==> src/rtl/armedf_pkg.sv <==
// Package: armedf_pkg
// Shared FSM state encodings, parameter defaults and the wait-counter width
// used by the M68K bus responder and its wait counter.
package armedf_pkg;

   // Width of the shared wait / timeout counter
   localparam int WAIT_CNT_W = 8;

   // Default wait (BRAM/IO) and timeout lengths in clk_sys cycles
   localparam int BRAM_WAIT_DEF = 2;
   localparam int TIMEOUT_DEF   = 255;

   // Bus-cycle FSM states, 3-bit encoding
   typedef enum logic [2:0] {
      ST_IDLE     = 3'd0,
      ST_ROM_REQ  = 3'd1,
      ST_ROM_WAIT = 3'd2,
      ST_WAIT     = 3'd3,
      ST_ACK      = 3'd4,
      ST_ERR      = 3'd5,
      ST_END      = 3'd6
   } state_t;

   // A cycle that is paced by the fixed BRAM wait: a ROM write, or any
   // RAM/palette/IO select when the ROM is not selected.
   function automatic logic is_bram_class(input logic rom_cs,
                                          input logic rw,
                                          input logic bram_cs,
                                          input logic io_cs);
      return (rom_cs && !rw) || (!rom_cs && (bram_cs || io_cs));
   endfunction

endpackage

==> src/rtl/m68k_wait_ctr.sv <==
// Module: m68k_wait_ctr
// Loadable saturating down/up counter. Counting down paces the fixed BRAM
// wait (zero flag); counting up measures elapsed cycles for the timeout
// (timeout flag). It never wraps in either direction.
module m68k_wait_ctr
   import armedf_pkg::*;
#(
   parameter int TIMEOUT = TIMEOUT_DEF
)
(
   input  logic                  clk_sys,
   input  logic                  reset,
   input  logic                  load,
   input  logic [WAIT_CNT_W-1:0] load_val,
   input  logic                  inc,
   input  logic                  dec,
   output logic                  zero,
   output logic                  timeout
);

   localparam logic [WAIT_CNT_W-1:0] TMO_VAL = WAIT_CNT_W'(TIMEOUT);
   localparam logic [WAIT_CNT_W-1:0] CNT_MAX = '1;

   logic [WAIT_CNT_W-1:0] cnt_q;
   logic [WAIT_CNT_W-1:0] cnt_d;

   // Next count: load wins, otherwise saturating increment or decrement
   always_comb begin
      cnt_d = cnt_q;
      if (load) begin
         cnt_d = load_val;
      end else if (inc && (cnt_q != CNT_MAX)) begin
         cnt_d = cnt_q + WAIT_CNT_W'(1);
      end else if (dec && (cnt_q != '0)) begin
         cnt_d = cnt_q - WAIT_CNT_W'(1);
      end
   end

   // Counter register with synchronous reset
   always_ff @(posedge clk_sys) begin
      if (reset) begin
         cnt_q <= '0;
      end else begin
         cnt_q <= cnt_d;
      end
   end

   assign zero    = (cnt_q == '0);
   assign timeout = (cnt_q >= TMO_VAL);

endmodule

==> src/rtl/m68k_bus_responder.sv <==
// Module: m68k_bus_responder
// Terminates every classified 68000 bus cycle exactly once. BRAM/IO targets
// get DTACK after a fixed wait, program-ROM reads wait for the SDRAM
// handshake, unmapped cycles fall back after a timeout.
// Optional feature macro: M68K_BERR_EN (timeout terminates with BERR
// instead of DTACK).
module m68k_bus_responder
   import armedf_pkg::*;
#(
   parameter int BRAM_WAIT = BRAM_WAIT_DEF,
   parameter int TIMEOUT   = TIMEOUT_DEF
)
(
   input  logic        clk_sys,
   input  logic        reset,
   input  logic        m68k_as_n,
   input  logic        m68k_rw,
   input  logic [22:0] m68k_a,
   input  logic        rom_cs,
   input  logic        bram_cs,
   input  logic        io_cs,
   input  logic        rom_valid,
   output logic        rom_req,
   output logic [22:0] rom_addr,
   output logic        m68k_dtack_n,
   output logic        m68k_berr_n,
   output logic        busy
);

`ifdef M68K_BERR_EN
   localparam state_t FALLBACK_ST = ST_ERR;
`else
   localparam state_t FALLBACK_ST = ST_ACK;
`endif

   localparam logic [WAIT_CNT_W-1:0] BRAM_LOAD = WAIT_CNT_W'(BRAM_WAIT - 1);
   localparam logic [WAIT_CNT_W-1:0] CNT_ONE   = WAIT_CNT_W'(1);

   state_t      state_q, state_d;
   logic        unmapped_q, unmapped_d;
   logic [22:0] rom_addr_q, rom_addr_d;
   logic        rom_req_q, rom_req_d;
   logic        dtack_n_q, dtack_n_d;
   logic        busy_q, busy_d;

   logic                  ctr_load;
   logic [WAIT_CNT_W-1:0] ctr_load_val;
   logic                  ctr_inc;
   logic                  ctr_dec;
   logic                  ctr_zero;
   logic                  ctr_tmo;

   m68k_wait_ctr #(
      .TIMEOUT (TIMEOUT)
   ) u_wait_ctr (
      .clk_sys  (clk_sys),
      .reset    (reset),
      .load     (ctr_load),
      .load_val (ctr_load_val),
      .inc      (ctr_inc),
      .dec      (ctr_dec),
      .zero     (ctr_zero),
      .timeout  (ctr_tmo)
   );

   // Next state, counter control and next values of the registered outputs
   always_comb begin
      state_d      = state_q;
      unmapped_d   = unmapped_q;
      rom_addr_d   = rom_addr_q;
      ctr_load     = 1'b0;
      ctr_load_val = '0;
      ctr_inc      = 1'b0;
      ctr_dec      = 1'b0;

      case (state_q)
         ST_IDLE: begin
            ctr_load = 1'b1;
            if (!m68k_as_n) begin
               unmapped_d = 1'b0;
               if (rom_cs && m68k_rw) begin
                  state_d      = ST_ROM_REQ;
                  rom_addr_d   = m68k_a;
                  ctr_load_val = CNT_ONE;
               end else if (is_bram_class(rom_cs, m68k_rw, bram_cs, io_cs)) begin
                  state_d      = ST_WAIT;
                  ctr_load_val = BRAM_LOAD;
               end else begin
                  state_d      = ST_WAIT;
                  unmapped_d   = 1'b1;
                  ctr_load_val = CNT_ONE;
               end
            end
         end
         ST_ROM_REQ: begin
            ctr_inc = 1'b1;
            state_d = m68k_as_n ? ST_END : ST_ROM_WAIT;
         end
         ST_ROM_WAIT: begin
            ctr_inc = 1'b1;
            if (m68k_as_n) begin
               state_d = ST_END;
            end else if (rom_valid) begin
               state_d = ST_ACK;
            end else if (ctr_tmo) begin
               state_d = FALLBACK_ST;
            end
         end
         ST_WAIT: begin
            if (m68k_as_n) begin
               state_d = ST_END;
            end else if (unmapped_q) begin
               ctr_inc = 1'b1;
               if (ctr_tmo) begin
                  state_d = FALLBACK_ST;
               end
            end else begin
               ctr_dec = 1'b1;
               if (ctr_zero) begin
                  state_d = ST_ACK;
               end
            end
         end
         ST_ACK: begin
            if (m68k_as_n) begin
               state_d = ST_END;
            end
         end
         ST_ERR: begin
            if (m68k_as_n) begin
               state_d = ST_END;
            end
         end
         ST_END: begin
            state_d = ST_IDLE;
         end
         default: begin
            state_d = ST_IDLE;
         end
      endcase

      rom_req_d = (state_d == ST_ROM_REQ);
      dtack_n_d = (state_d != ST_ACK);
      busy_d    = (state_d != ST_IDLE);
   end

   // State and output registers; reset forces IDLE regardless of the bus
   always_ff @(posedge clk_sys) begin
      if (reset) begin
         state_q    <= ST_IDLE;
         unmapped_q <= 1'b0;
         rom_addr_q <= '0;
         rom_req_q  <= 1'b0;
         dtack_n_q  <= 1'b1;
         busy_q     <= 1'b0;
      end else begin
         state_q    <= state_d;
         unmapped_q <= unmapped_d;
         rom_addr_q <= rom_addr_d;
         rom_req_q  <= rom_req_d;
         dtack_n_q  <= dtack_n_d;
         busy_q     <= busy_d;
      end
   end

`ifdef M68K_BERR_EN
   logic berr_n_q;

   // Bus-error register, low only while the FSM sits in ERR
   always_ff @(posedge clk_sys) begin
      if (reset) begin
         berr_n_q <= 1'b1;
      end else begin
         berr_n_q <= (state_d != ST_ERR);
      end
   end

   assign m68k_berr_n = berr_n_q;
`else
   assign m68k_berr_n = 1'b1;
`endif

   assign rom_req      = rom_req_q;
   assign rom_addr     = rom_addr_q;
   assign m68k_dtack_n = dtack_n_q;
   assign busy         = busy_q;

endmodule

==> config.mk <==
export PLATFORM = sky130hd
export DESIGN_NAME = m68k_bus_responder
export DESIGN_NICKNAME = d
export VERILOG_FILES = /design/src/rtl/armedf_pkg.sv /design/src/rtl/m68k_wait_ctr.sv /design/src/rtl/m68k_bus_responder.sv
export SDC_FILE = /design/constraint.sdc
export NUM_CORES = 1
export LEC_CHECK = 0
export ABC_AREA = 1
export ABC_CLOCK_PERIOD_IN_PS = 3400
export BUFFER_PORTS_ARGS = -buffer_cell sky130_fd_sc_hd__buf_2
export CAP_MARGIN = 30
export CORE_MARGIN = 2
export CORE_UTILIZATION = 58
export CTS_BUF_LIST = sky130_fd_sc_hd__clkbuf_4
export CTS_CLUSTER_DIAMETER = 80
export CTS_CLUSTER_SIZE = 16
export DETAILED_ROUTE_END_ITERATION = 8
export PLACE_DENSITY_LB_ADDON = 0.1
export SLEW_MARGIN = 20
export SYNTH_ARGS = -nofsm -noshare
export SYNTH_HDL_FRONTEND = slang
export SYNTH_HIERARCHICAL = 1
export SYNTH_SLANG_ARGS = --single-unit
==> constraint.sdc <==
create_clock -name clk_sys -period 3.4 [get_ports clk_sys]
set_input_delay 0.17 -clock clk_sys [delete_from_list [all_inputs] [get_ports clk_sys]]
set_output_delay 0.17 -clock clk_sys [all_outputs]
set_load 0.005 [all_outputs]
### Yosys cells after proc, flatten, opt, wreduce, memory -nomap -nowiden

Cells that the tools add are included.
W data, S select, Z words.

* output and inout port bits: 27
* flip-flop bits (word level): 38
* input bits: 31
* logic and storage cells: 62

* equal/unequal tests: 8
* bitwise gates (word level): 1
* add/sub/neg operators: 2
* reductions and logical operators: 18
* $lt $le $gt $ge: 1
* mux-type cells: 25

Operators by type and width (number)
* $mux W3: 9
* $mux W8: 3
* $pmux W3 S5: 1
* $mux W1: 10
* $add A8 B1 Y8 const B: 1
* $ge A8 B8 Y1 const B: 1
* $logic_not A8 Y1: 1
* $ne A8 B8 Y1 const B: 1
* $reduce_bool A8 Y1: 1
* $sub A8 B1 Y8 const B: 1
* $eq A3 B1 Y1 const B: 2
* $eq A3 B2 Y1 const B: 2
* $eq A3 B3 Y1 const B: 2
* $reduce_bool A3 Y1: 2
* $logic_and A1 B1 Y1: 5
* $reduce_or A2 Y1: 2
* $logic_not A3 Y1: 1
* $ne A3 B3 Y1 const B: 1
* $reduce_and A3 Y1: 1
* $logic_not A1 Y1: 2
* $logic_or A1 B1 Y1: 2
* $mux W2: 1
* $pmux W1 S2: 1
* $reduce_and A2 Y1: 1
* $not A1 Y1: 1

### Longest topological paths before layout

* depth after elaboration: 7
* gate-level depth with buffers: 15
* gate-level depth less buffers: 15

### Modules after synthesis

The synthesis kept the hierarchy.

By module, submodules not included
* m68k_bus_responder: cells each 163, times used 1, seq. area each 600.6 um^2, area an instance 1276.2 um^2
* m68k_wait_ctr: cells each 125, times used 1, seq. area each 160.2 um^2, area an instance 784.5 um^2

### Worst setup path before layout

Ideal clock, no wire load.

* kind: reg-to-reg
* from: register state_q[1]
* to: register u_wait_ctr.cnt_q[5]
* buffers on the path: 0
* clock period less this slack: 2.075 ns
* setup slack: 1.325 ns
* library setup time: 0.070 ns
* stages on the path, launching flop included: 15
* data required time: 3.330 ns
* data arrival time: 2.005 ns
* cells stage by stage: dfxtp_1 > inv_2 > nand2_4 > nand2_1 > nor2_1 > nand2_4 > ha_1 > or2_2 > nand2_1 > nor2_1 > nor2_1 > nand2_1 > nand3_1 > nand2_1 > a21oi_1

* word-level cells in the longest chain between the ends: 6
* elaborated cells between the ends (all ways): 13
* those cells by class: eq/ne (3); mux (5); reduce/logical (5)

Ends and longest elaborated chain
* start: declaration: line m68k_bus_responder.sv:39 `state_t state_q, state_d;`
* start signal: assignment: line m68k_bus_responder.sv:157 `state_q <= state_d;`
* $eq A3 B2 Y1 / $eq A3 B1 Y1 (equally long branches): line m68k_bus_responder.sv:76 `case (state_q)`
* $reduce_or A2 Y1 (no source line)
* $pmux W1 S2 (*): line m68k_bus_responder.sv:76
* net ctr_inc: line m68k_bus_responder.sv:48 `logic ctr_inc;`
* $logic_and A1 B1 Y1 (*): line m68k_wait_ctr.sv:32 `end else if (inc && (cnt_q != CNT_MAX)) begin`
* $mux W8: line m68k_wait_ctr.sv:32
* $mux W8: line m68k_wait_ctr.sv:30 `if (load) begin`
* end signal: assignment: line m68k_wait_ctr.sv:44 `cnt_q <= cnt_d;`
* end: declaration: line m68k_wait_ctr.sv:24 `logic [WAIT_CNT_W-1:0] cnt_q;`

Mark *: on every way through the listed nets, which the timed path passes. The rest lies on a longest branch.
A chain may end at the register's enable or synchronous reset.

### Worst setup path after layout

Same ends and word-level chain as after synthesis.

==> impl_results.md <==
- Routability Congestion: 0.896
- Root Driver: clkbuf_4
- Final Power: 1.70 mW
- Die width: 63.6 µm
- Clock latency at the later pin of the worst-skew pair: 0.36 ns
- Final clock skew: 0.0177 ns
- Initial Util: 61.3%
- Syn Area/Cell: 7.16 µm²
- CTS tree: done
- Inst Count DP: 386
- RSZ-0062 raised after global routing: false
- DR vias/cell: 4.78
- Leak: 1.15 nW
- Rows: 21
- Status: finished, final reports clean
- TNS Setup: 0 ns
- Dominant cells by area after synthesis: dfxtp_1 37%, nand2_1 9.7%, a21oi_1 8.3%, inv_1 7.3%, o21ai_0 6.6%
- Fin cells: 394
- CTS resizes: 0
- Post-synth ARST share: 0%
- Setup WS pre-CTS: 1.16 ns
- Cells after Synth: 288
- Gr usage total: 22.2%
- Hold Path Class: input port to flop
- Hold Violations, Final: 0
- Core footprint: 3360 µm²
- Top-level I/O count: 58
- Fill count: 306
- Clk pin slew, worst setup/hold paths: 0.13 ns
- Achievable Freq: 444 MHz
- CP delay by family, top: simple AND/OR/NAND/NOR gates
- Pre-antenna DRT Iters: 4
- Count of hold-fix buffers inserted at cts: 0
- Worst Tran Pin Value: 0.816 ns
- Initial antenna violation count: 0
- Minimum clock period: 2.25 ns
- DP Wirelength: 3.01 mm
- Vias in the first global route: 1642
- Final setup fails: 0
- Synth cell types: 33
- Critical path data required time: 3.70 ns
- Post-synth top flop: dfxtp_1
- Drt first-iter violations: 121
- Max clock buf depth: 2
- Rel. slew slack: 45.5%
- Pin count of the biggest net entering global routing: 48
- Post-route cell area: 2380 µm²
- Crit-path cells: inv_2, nand2_4, nand2_1, nor2_1, nand2_4, ha_1, or2_2, nand2_1, nor2_1, nor2_1, nand2_1, nand3_1, nand2_1, a21oi_1
- CP Buf/Inv Count: 1
- Die area: 4050 µm²
- Post-synthesis sequential area ratio: 36.9%
- Routed vias: 1883
- Worst path max stage delay: 0.41 ns
- Global route overflow: 0
- Seq cells post-synth: 38
- DRT antenna net count: 0
- First-pass GRT wire length: 7.13 mm
- Max_cap viols: 0
- Yosys top cell by area: dfxtp_1
- ANT cells: 0
- Pwr Density: 712 nW/µm²
- Max Slew Vio Count: 0
- TritonCTS Buffers: 5
- Yosys warns: 6
- Worst path arrival time: 2.55 ns
- Layout cells sized above 1: 23.6%
- Max VDD drop: 0.381 mV
- Register Area: 761 µm²
- Utilization after layout: 70.9%
- Most frequent cells after synthesis: 53 x nand2_1, 40 x inv_1, 38 x dfxtp_1, 34 x a21oi_1, 28 x nor2_1
- CP max FO: 10
- Most frequent CP cell: nand2_1
- Period utilization: 66.2%
- Routed len/inst: 10.4 µm
- Post-synth top area share: 36.9%
- Clk sinks: 38
- Clock H-tree levels: 2
- WS Path Type: flop to flop
- Startpoint Class: flop
- Syn Std Cell Area: 2060 µm²
- Die height: 63.6 µm
- Final wirelength: 4.11 mm
- Smallest hold slack: 0.0621 ns
- Nets: 386
- Area grow syn2layout: 15.7%
- Multi-input logic area: 1070 µm²
- Number of port buffers: 56
- Placed Instance Area: 2330 µm²
- Crit path capture type: flop
- Count leader, synth: nand2_1
- Post-CTS setup buffers: 0
- EDFF count, synth: 0
- # DRC: 0
- Slowest cell on the critical path: dfxtp_1
- Final WS setup: 1.15 ns
## cell usage in the layout (no fill, tap or decap), types with 2 or more instances in the layout
| cell type | Yosys | final |
|---|---|---|
| inv_1 | 40 | 40 |
| or2_2 | 2 | 2 |
| nand2_1 | 53 | 53 |
| nand4_1 | 3 | 3 |
| inv_2 | 4 | 4 |
| buf_2 | 0 | 56 |
| dfxtp_1 | 38 | 38 |
| a21oi_1 | 34 | 34 |
| conb_1 | 2 | 8 |
| nand2_4 | 4 | 4 |
| a21oi_2 | 4 | 4 |
| nand3_1 | 12 | 12 |
| nor2_1 | 28 | 28 |
| o21ai_1 | 6 | 6 |
| o21ai_0 | 27 | 27 |
| clkbuf_4 | 0 | 5 |
| ha_1 | 7 | 7 |
| xnor2_1 | 2 | 2 |
## cells by family (layout without fill, tap and decap cells)
group	Yosys count	count (layout)	share of synthesized area (%)
AO/OA/AOI/OAI	74	74	19.1
XOR/XNOR	3	3	1.28
adder cells (fa/ha/maj)	8	8	5.22
buffers and inverters	54	108	12.4
flip-flops	38	38	36.9
multiplexers	1	1	0.486
other	2	8	0.364
AND/OR/NAND/NOR	108	108	24.2
## cell type report
| class | count | share of cell area (%) |
|---|---|---|
| Clock buffer | 5 | 1.57 |
| Timing Repair Buffer | 56 | 11.8 |
| Sequential cell | 38 | 31.9 |
| Multi-Input combinational cell | 202 | 44.7 |
| Clock inverter | 3 | 0.682 |
| Inverter | 44 | 6.93 |
| Tap cell | 46 | 2.41 |
## sequential cells by signal, indices dropped and copies added (netlist names)
signal            flops
rom_addr             23
busy                  1
state_q               3
rom_req               1
u_wait_ctr/cnt_q      8
m68k_dtack_n          1
unmapped_q            1
## path summary, 6_finish.rpt
check,start,endpoint,slack (ns),cells after the start
worst max-delay path,state_q[1]$_SDFF_PP0_,u_wait_ctr/cnt_q[5]$_SDFFE_PP0P_,1.15,14
worst min-delay path,bram_cs,unmapped_q$_SDFFE_PP0P_,0.06,3
worst max register to register,state_q[1]$_SDFF_PP0_,u_wait_ctr/cnt_q[5]$_SDFFE_PP0P_,1.15,14
worst min register to register,rom_addr[0]$_SDFFE_PP0P_,rom_addr[0]$_SDFFE_PP0P_,0.45,2
## worst min-delay path: cells and delay by family
family                 cells  cell delay (ns)
and+or+nand+nor            1             0.09
buffers and inverters      1             0.07
AOI/OAI and AO/OA          1             0.06
## per-layer routing
layer | GRT usage [%] | vias up | share of wire [%]
li1 | - | 1028 | -
met1 | 28.3 | 796 | 49
met2 | 35.0 | 53 | 43
met3 | 6.79 | 6 | 6.3
met4 | 8.42 | 0 | 1.4
met5 | 0 | - | 0
## report_power, final
| group | total [mW] | switching [mW] | internal [mW] |
|---|---|---|---|
| sequential | 0.614 | 0.0859 | 0.528 |
| combinational | 0.852 | 0.504 | 0.349 |
| clock | 0.232 | 0.155 | 0.0769 |
| total | 1.70 | 0.744 | 0.954 |
Note: power is estimated with default switching activity, not from simulation.
